$ cat src/rtl/regfile_pkg.sv
// Shared constants for the register-file execution controller: opcodes,
// FSM state encoding and instruction field positions.
package regfile_pkg;

    localparam logic [3:0] OP_NOP = 4'd0;
    localparam logic [3:0] OP_ADD = 4'd1;
    localparam logic [3:0] OP_SUB = 4'd2;
    localparam logic [3:0] OP_AND = 4'd3;
    localparam logic [3:0] OP_OR  = 4'd4;
    localparam logic [3:0] OP_XOR = 4'd5;
    localparam logic [3:0] OP_MAC = 4'd6;
    localparam logic [3:0] OP_LDI = 4'd7;

    localparam logic [1:0] ST_IDLE  = 2'd0;
    localparam logic [1:0] ST_READ  = 2'd1;
    localparam logic [1:0] ST_EXEC  = 2'd2;
    localparam logic [1:0] ST_WRITE = 2'd3;

    localparam int FIELD_W = 4;
    localparam int OP_LSB  = 12;
    localparam int RD_LSB  = 8;
    localparam int RS1_LSB = 4;
    localparam int RS2_LSB = 0;
    localparam int IMM_LSB = 0;
    localparam int IMM_W   = 8;

    // Ops that read rs1/rs2 from the file and so need those addresses checked.
    function automatic logic uses_sources(input logic [3:0] op);
        return (op >= OP_ADD) && (op <= OP_MAC);
    endfunction

endpackage

$ cat src/rtl/regfile_alu.sv
// Combinational ALU for the execution controller. Define SAT_ARITH_EN to make
// ADD/MAC clamp high and SUB clamp at zero, with o_ovf flagging the clamp.
module regfile_alu
    import regfile_pkg::*;
#(
    parameter int W = 8
) (
    input  logic [3:0]   i_op,
    input  logic [W-1:0] i_a,
    input  logic [W-1:0] i_b,
    input  logic [W-1:0] i_c,
    output logic [W-1:0] o_y,
    output logic         o_ovf
);

    logic [W:0]   w_sum;
    logic [W:0]   w_diff;
    logic [W-1:0] w_prod;
    logic [W:0]   w_mac;

    always_comb begin
        w_sum  = {1'b0, i_a} + {1'b0, i_b};
        w_diff = {1'b0, i_a} - {1'b0, i_b};
        w_prod = i_a * i_b;
        // MAC adds only the low W bits of the product to the accumulator.
        w_mac  = {1'b0, i_c} + {1'b0, w_prod};
        o_y    = '0;
        o_ovf  = 1'b0;
        case (i_op)
            OP_ADD: begin
                o_y   = w_sum[W-1:0];
                o_ovf = w_sum[W];
            end
            OP_SUB: begin
                o_y   = w_diff[W-1:0];
                o_ovf = w_diff[W];
            end
            OP_AND: o_y = i_a & i_b;
            OP_OR:  o_y = i_a | i_b;
            OP_XOR: o_y = i_a ^ i_b;
            OP_MAC: begin
                o_y   = w_mac[W-1:0];
                o_ovf = w_mac[W];
            end
            default: begin
                o_y   = '0;
                o_ovf = 1'b0;
            end
        endcase
`ifdef SAT_ARITH_EN
        if (o_ovf) begin
            o_y = (i_op == OP_SUB) ? '0 : '1;
        end
`else
        o_ovf = 1'b0;
`endif
    end

endmodule

$ cat src/rtl/regfile_exec_ctrl.sv
// Instruction sequencer around a 3-read/1-write register file: IDLE->READ->EXEC->WRITE.
// Optional SAT_ARITH_EN selects saturating ADD/SUB/MAC inside regfile_alu.
module regfile_exec_ctrl
    import regfile_pkg::*;
#(
    parameter int M = 4,
    parameter int N = 15,
    parameter int W = 8
) (
    input  logic         clk,
    input  logic         rst_n,
    input  logic         instr_valid,
    output logic         instr_ready,
    input  logic [15:0]  instr,
    output logic         rf_read_en,
    output logic [M-1:0] rf_read_reg1,
    output logic [M-1:0] rf_read_reg2,
    output logic [M-1:0] rf_read_reg3,
    input  logic [W-1:0] rf_read_data1,
    input  logic [W-1:0] rf_read_data2,
    input  logic [W-1:0] rf_read_data3,
    output logic         rf_write_en,
    output logic [M-1:0] rf_write_reg,
    output logic [W-1:0] rf_write_data,
    output logic         done,
    output logic         err,
    output logic         ovf,
    output logic [W-1:0] result
);

    logic [1:0]         r_state;
    logic [3:0]         r_op;
    logic [M-1:0]       r_rd;

    logic               w_accept;
    logic               w_illegal;
    logic [3:0]         w_op;
    logic [FIELD_W-1:0] w_rd;
    logic [FIELD_W-1:0] w_rs1;
    logic [FIELD_W-1:0] w_rs2;
    logic [W-1:0]       w_imm;
    logic [W-1:0]       w_alu_y;
    logic               w_alu_ovf;

    assign instr_ready = (r_state == ST_IDLE);
    assign w_accept    = instr_valid & instr_ready;

    assign w_op  = instr[OP_LSB  +: 4];
    assign w_rd  = instr[RD_LSB  +: FIELD_W];
    assign w_rs1 = instr[RS1_LSB +: FIELD_W];
    assign w_rs2 = instr[RS2_LSB +: FIELD_W];
    assign w_imm = W'(instr[IMM_LSB +: IMM_W]);

    // rd is checked for every op, including NOP and LDI.
    assign w_illegal = (w_op > OP_LDI)
                    || (32'(w_rd) >= N)
                    || (uses_sources(w_op) && ((32'(w_rs1) >= N) || (32'(w_rs2) >= N)));

    regfile_alu #(
        .W(W)
    ) u_alu (
        .i_op  (r_op),
        .i_a   (rf_read_data1),
        .i_b   (rf_read_data2),
        .i_c   (rf_read_data3),
        .o_y   (w_alu_y),
        .o_ovf (w_alu_ovf)
    );

    // Strobes are set on the edge entering their state so they are high for that state's cycle.
    always_ff @(posedge clk or negedge rst_n) begin
        if (!rst_n) begin
            r_state       <= ST_IDLE;
            r_op          <= OP_NOP;
            r_rd          <= '0;
            rf_read_en    <= 1'b0;
            rf_read_reg1  <= '0;
            rf_read_reg2  <= '0;
            rf_read_reg3  <= '0;
            rf_write_en   <= 1'b0;
            rf_write_reg  <= '0;
            rf_write_data <= '0;
            done          <= 1'b0;
            err           <= 1'b0;
            ovf           <= 1'b0;
            result        <= '0;
        end else begin
            rf_read_en  <= 1'b0;
            rf_write_en <= 1'b0;
            done        <= 1'b0;
            err         <= 1'b0;
            ovf         <= 1'b0;
            case (r_state)
                ST_IDLE: begin
                    if (w_accept) begin
                        r_op <= w_op;
                        r_rd <= M'(w_rd);
                        if (w_illegal) begin
                            err <= 1'b1;
                        end else if (w_op == OP_NOP) begin
                            done <= 1'b1;
                        end else if (w_op == OP_LDI) begin
                            rf_write_en   <= 1'b1;
                            rf_write_reg  <= M'(w_rd);
                            rf_write_data <= w_imm;
                            result        <= w_imm;
                            done          <= 1'b1;
                            r_state       <= ST_WRITE;
                        end else begin
                            rf_read_en   <= 1'b1;
                            rf_read_reg1 <= M'(w_rs1);
                            rf_read_reg2 <= M'(w_rs2);
                            rf_read_reg3 <= M'(w_rd);
                            r_state      <= ST_READ;
                        end
                    end
                end
                ST_READ: begin
                    r_state <= ST_EXEC;
                end
                ST_EXEC: begin
                    rf_write_en   <= 1'b1;
                    rf_write_reg  <= r_rd;
                    rf_write_data <= w_alu_y;
                    result        <= w_alu_y;
                    ovf           <= w_alu_ovf;
                    done          <= 1'b1;
                    r_state       <= ST_WRITE;
                end
                ST_WRITE: begin
                    r_state <= ST_IDLE;
                end
                default: begin
                    r_state <= ST_IDLE;
                end
            endcase
        end
    end

endmodule

$ cat config.mk
export PLATFORM = sky130hd
export DESIGN_NAME = regfile_exec_ctrl
export DESIGN_NICKNAME = d
export VERILOG_FILES = /design/src/rtl/regfile_pkg.sv /design/src/rtl/regfile_alu.sv /design/src/rtl/regfile_exec_ctrl.sv
export SDC_FILE = /design/constraint.sdc
export NUM_CORES = 1
export LEC_CHECK = 0
export ABC_AREA = 1
export BUFFER_PORTS_ARGS = -buffer_cell sky130_fd_sc_hd__buf_2
export CORE_UTILIZATION = 45
export DETAILED_ROUTE_END_ITERATION = 7
export MAX_ROUTING_LAYER = met4
export PLACE_DENSITY = 0.71
export SYNTH_ARGS = -nofsm -noshare
export SYNTH_HDL_FRONTEND = slang
export SYNTH_HIERARCHICAL = 1
export SYNTH_SLANG_ARGS = --single-unit
$ cat constraint.sdc
create_clock -name clk -period 3.6 [get_ports clk]
set_input_delay 0.54 -clock clk [delete_from_list [all_inputs] [get_ports clk]]
set_output_delay 0.54 -clock clk [all_outputs]
set_load 0.01 [all_outputs]
Word-level counts from Yosys, hierarchy flattened
Index checks and enable logic that the tools add are counted.
{ "classes": {"n_eq_ne": 14, "muxes": 33, "order_cmp": 6, "multipliers": 1, "n_bitwise": 7, "add_sub_neg": 3, "n_reduce_logical": 12} }
{ "op_table": {"columns": ["cell", "n"], "rows": [
  ["8-bit case mux with 6 select lines", 1],
  ["8-bit two-way mux", 4],
  ["8-bit adder", 2],
  ["4-bit by 3-bit == test with 1-bit output (second input constant)", 4],
  ["4-bit two-way mux", 4],
  ["8-bit case mux with 2 select lines", 1],
  ["1-bit two-way mux", 15],
  ["4-bit greater-or-equal comparator (second input constant)", 3],
  ["5-bit AND reduction", 2],
  ["8-bit bitwise AND", 1],
  ["4-bit by 2-bit == test with 1-bit output (second input constant)", 2],
  ["8-bit by 8-bit multiplier with 8-bit output", 1],
  ["2-bit two-way mux", 4],
  ["8-bit OR", 1],
  ["2-bit case mux with 4 select lines", 1],
  ["4-bit case mux with 2 select lines", 1],
  ["8-bit subtractor", 1],
  ["8-bit XOR", 1],
  ["2-bit == test (second input constant)", 2],
  ["4-bit by 1-bit == test with 1-bit output (second input constant)", 1],
  ["4-bit by 1-bit greater-or-equal comparator with 1-bit output (second input constant)", 1],
  ["4-bit by 3-bit > comparator with 1-bit output (second input constant)", 1],
  ["4-bit by 3-bit <= comparator with 1-bit output (second input constant)", 1],
  ["4-bit logical NOT", 1],
  ["12 further kinds", 20]
]} }
{ "totals": {"inputBits": 43, "output_inout_bits": 38, "elab_cells": 88, "ff_bits": 38} }

Depth between registers and ports, before layout
{ "depth": {"ltp_word": 7, "ltp_mapped": 26, "ltp_nobuf": 25} }

Hierarchy
The synthesis kept the hierarchy.
{ "by_module_without_submodules": {"columns": ["module", "area_each_um2", "seq_area_each_um2", "cells_per_inst", "instances"], "rows": [
  ["regfile_alu", 2147.1, 0.0, 333, 1],
  ["regfile_exec_ctrl", 1879.3, 975.9, 235, 1]
]} }

Least setup slack after synthesis
Ideal clock, no wire load.
{ "synth_timing": {"path_type": "input port to flip-flop", "start": "input rf_read_data2[1]", "end": "register result[7]", "required_ps": 3483, "n_path_buf": 1, "slack_ps": -552, "arrival_time_ps": 4036, "stages": 24, "setup_time_ps": 117, "path_cell_list": "buf_2 nand2_1 fa_1 fa_1 inv_1 fa_1 inv_1 fa_1 inv_1 ha_1 a21oi_1 nand2_1 nand3_1 nand2_1 inv_1 nand3_1 nand2_1 nand2_1 nand3_1 nand3_1 nand2_1 nand2_1 nand3_1 nand2_1"} }
{ "synth_between": {"elab_chain_cells": 4, "elab_cells_between_ends": 6, "cone_classes": "add/sub (3); mul (1); mux (2)"} }
{ "synth_lines": {"columns": ["element", "line", "source"], "rows": [
  ["start, declared", "regfile_exec_ctrl.sv:20", "input logic [W-1:0] rf_read_data2,"],
  ["8-bit by 8-bit multiplier with 8-bit output", "regfile_alu.sv:24", "w_prod = i_a * i_b;"],
  ["8-bit adder", "regfile_alu.sv:26", "w_mac = {1'b0, i_c} + {1'b0, w_prod};"],
  ["8-bit case mux with 6 select lines (*)", "regfile_alu.sv:29", "case (i_op)"],
  ["named net w_alu_y[7]", "regfile_exec_ctrl.sv:42", "logic [W-1:0] w_alu_y;"],
  ["8-bit case mux with 2 select lines (*)", "regfile_exec_ctrl.sv:93", "case (r_state)"],
  ["end signal, assigned", "regfile_exec_ctrl.sv:106", "result <= w_imm;"],
  ["end signal, assigned", "regfile_exec_ctrl.sv:125", "result <= w_alu_y;"],
  ["end, declared", "regfile_exec_ctrl.sv:28", "output logic [W-1:0] result"]
]} }
Mark *: on every way through the listed nets, which the timed path passes. The rest lies on a longest branch.
A chain may end at the register's enable or synchronous reset.

Worst setup path in the final report
{ "layout_timing": {"start": "input rf_read_data2[0]", "end": "register result[7]"} }
Same word-level chain as after synthesis.

==> reports/summary.md <==
The tools report the later-pin clock latency in the skew report as 0.29 ns. After detailed routing, the number of remaining DRC violations is 0. The worst-margin pin slew was 0.845 ns; the number of top-level pins was 81.

On the worst path, the slowest cell contributes a delay of 0.50 ns. At the worst endpoint, the required time is 3.78 ns. From synthesis to final layout, the design area changed by 21.1%. The leakage power summed over all cells was 2.90 nW.

Counting flops per register, the top entry is result. The final global-route overflow total was 0; the net count of the mapped netlist was 673. In this run, synthesis produced a sequential element count of 39.

The synthesized design spends more area on one cell type than any other, namely dfrtp_1. The total area of sequential cells is 976 sq um, and the total standard cell area after synthesis is 0.00403 sq mm. The net count of the finished layout is 766. For the fraction of power consumed by sequential logic, the log shows 0.264. The first global-routing pass estimated 16,500 um of wire.

The detail route stage leaves a number of antenna-violating nets equal to 0. Clock skew on the completed layout was measured at 0.00333 ns. The total setup violations reported at the end of the flow came out at 4. The cell with the most instances on the worst path is nand2_1. First-pass iteration count of the detailed router: 4. The tools report the die footprint as 0.00933 sq mm.

The tools report the net switching power figure as 1.35 mW. The number of port buffers was 80; the ratio of routed vias to standard cells was 4.83. At the end of routability-driven placement, the weighted congestion stood at 0.875. For the post-CTS setup buffer count, the log shows 0. The multi-input combinational cell area is 0.00262 sq mm, and the fraction of power spent switching nets is 0.474. The tools report the initial standard-cell utilization of the core as 0.464. Row generation in the floorplan step produced 34 rows. The clock tree synthesis step divided the H-tree into 2 levels.

The max-capacitance violation count is 0. Once placement finished, the instance area stood at 0.00468 sq mm. The fraction of final layout cells sized beyond drive strength 1 works out to 0.256. The least setup slack across all paths after layout was -0.209 ns; the number of synthesis warnings was 6. IR analysis of the VDD net gives a maximum drop of 0.000339 V. The slowest stage of the critical path is the fa_1 cell. For the power share of the clock group, the log shows 0.105. OpenSTA, run right after detailed placement, puts the worst setup slack at -0.678 ns. The die is 96.6 um tall.

The detailed router finished its first iteration with 212 violations. Power spread over the standard cell area amounts to 584 mW/mm^2. Entering global routing, the biggest net connects 40 pins.

Static timing analysis puts the maximum clock frequency at 0.263 GHz. Along the worst path, the maximum fanout reaches 7. The gate count after technology mapping was 568; the combined global-route utilization of all metal layers was 0.235. The total area inside the core boundary comes to 0.00868 sq mm. Clock tree synthesis selected as its root buffer the cell clkbuf_8.

The final period demand of the worst path is 3.81 ns, and the final total negative setup slack is -0.433 ns. The checks that failed: setup timing. The CTS clock-pin slew for the worst setup and hold paths came out at 0.07 ns. Grouping stages by cell kind, the critical path spends the most delay in adder cells. The run gives 44 as the distinct cell type count of the synthesized netlist. The critical path capture point type was a flip-flop. The floorplan step set the die width to 96.6 um. The share of synthesized flip-flops with an asynchronous set or reset was 1.00. Total count of hold-check failures in the final report: 0. The half-perimeter wire length after placement was 8090 um. With fillers left out, the area of the finished cells amounts to 0.00488 sq mm. STA classifies the critical path startpoint as an input pin. The proportion of synthesized chip area in sequential cells was 0.242; the number of global-route vias before repair was 3,548.

The repair_antennas step left the layout with diodes totalling 0. Clock tree synthesis inserted a total of 5 buffers. After filler insertion, the fill cell instance count of the layout stands at 865. The count of final max-slew check failures came out at 0. For the total internal power, the log shows 1.50 mW. By startpoint and endpoint, the worst setup path is classified as in2reg. The number of synthesized flops with an enable pin was 0; the number of antenna violations at the first check in global routing was 0. Counting every sink on the clock net gives 39. The register with the most flip-flops in the layout has 8 of them. TritonCTS built the clock tree.

The run finished, with violations left. The part of the cycle the worst path needs works out to 1.06. Setup repair after global routing could not meet its margin everywhere.

The average instance in the mapped netlist occupies 7.09 sq um. The run gives 2 as the number of buffers on the longest clock path. The share of power burned in combinational logic was 0.631; the normalized max-slew margin was 0.437. Hold is met by 0.349 ns. The worst hold path belongs to the class in2async. The via count is 3,716, and the total detailed-routing wirelength is 9800 um. Counting both buffers and inverters, the worst setup path holds a total of 6. STA puts the critical path data arrival time at 3.99 ns. The final design utilization was 0.562; the share of the synthesized area in the top cell type was 0.242.

After detailed routing, the average wire length per cell comes to 12.7 um. For this run, the leading register cell type out of synthesis is dfrtp_1. In the post-synthesis netlist, the biggest area contributors are dfrtp_1 24%, nand2_1 19%, ha_1 13%.
-- synth_stat cells (4+ instances only) --
| cell | instances |
|---|---|
| o21ai_1 | 7 |
| inv_1 | 101 |
| xor2_1 | 11 |
| a221oi_1 | 4 |
| ha_1 | 43 |
| nand2_1 | 208 |
| o21ai_0 | 13 |
| fa_1 | 19 |
| nor2_1 | 18 |
| a21oi_1 | 12 |
| inv_2 | 6 |
| dfrtp_1 | 39 |
| buf_4 | 10 |
| buf_2 | 5 |
| nand3_1 | 29 |
| nand2_2 | 4 |
-- worst paths after layout --
check	start	end	slack, ns	cells past startpoint
max	rf_read_data2[0]	result[7]	-0.21	25
min	rst_n	rf_read_en	0.35	1
max reg2reg	r_op[3]	result[7]	0.78	17
min reg2reg	rf_read_reg3[1]	rf_read_reg3[1]	0.47	2
max in group asynchronous	rst_n	err	2.71	1
min in group clk	rf_read_reg3[1]	rf_read_reg3[1]	0.47	2
-- layer usage --
metal | vias to the layer above | share of wire | wire length [um] | track usage
li1 | 1905 | - | - | -
met1 | 1724 | 0.46 | 4490 | 0.310
met2 | 74 | 0.49 | 4840 | 0.394
met3 | 13 | 0.037 | 366 | 0.0258
met4 | 0 | 0.011 | 107 | 0.0404
met5 | - | 0 | 0 | -
-- metrics by stage --
stage	std cells	power, mW
after floorplan	568	2.05
after global placement	762	2.45
after detailed placement	762	2.51
after CTS	769	2.86
after global routing	769	3.19
final	769	2.85
-- layout make-up --
class                   count  share of cell area
well taps                 108              0.0277
clock inverters             1             0.00103
repair buffers            106               0.134
multi-input cells         400               0.537
flip-flops and latches     39               0.200
clock buffers               6              0.0169
inverters                 109              0.0839
-- placed cells by master, fill, tap and decap left out, types with 3 or more instances in the layout --
master and instances:
dfrtp_1 39, xor2_1 11, nand2_2 11, a21oi_1 10
inv_1 92, inv_2 15, ha_1 37, fa_2 5
ha_2 3, fa_1 14, xnor2_1 3, clkbuf_8 6
nor2_1 18, buf_4 29, nand2_4 3, o21ai_0 10
nand3_2 3, nand3_1 27, ha_4 3, a221oi_1 4
o21ai_1 10, nand2_1 198, buf_2 72, buf_6 3
-- power groups by stage --
stage	registers (mW)	clock network, mW	logic [mW]
2_1_floorplan	0.819	0	1.23
3_3_place_gp	0.749	0	1.70
3_5_place_dp	0.758	0	1.76
4_1_cts	0.752	0.305	1.80
5_1_grt	0.782	0.325	2.08
6_report	0.752	0.300	1.80
-- kinds of logic (layout without fill, tap and decap cells) --
family                   Yosys count  count (layout)  synth area share
AND/OR/NAND/NOR                  272             272             0.279
buffers and inverters            129             222             0.137
adder cells (fa/ha/maj)           62              62             0.228
AO/OA/AOI/OAI                     50              50            0.0792
flip-flops                        39              39             0.242
XOR/XNOR                          14              14            0.0305
other                              1               1          0.000931
multiplexers                       1               1           0.00280
-- what timing repair did --
action                                  CTS  global route
hold buffers                              0             0
endpoints found under the hold margin     0             0
pin swaps                                14             6
endpoints found under the setup margin    4             4
gates resized for setup                  34             6
No activity file was read; power rests on OpenSTA's default activity.
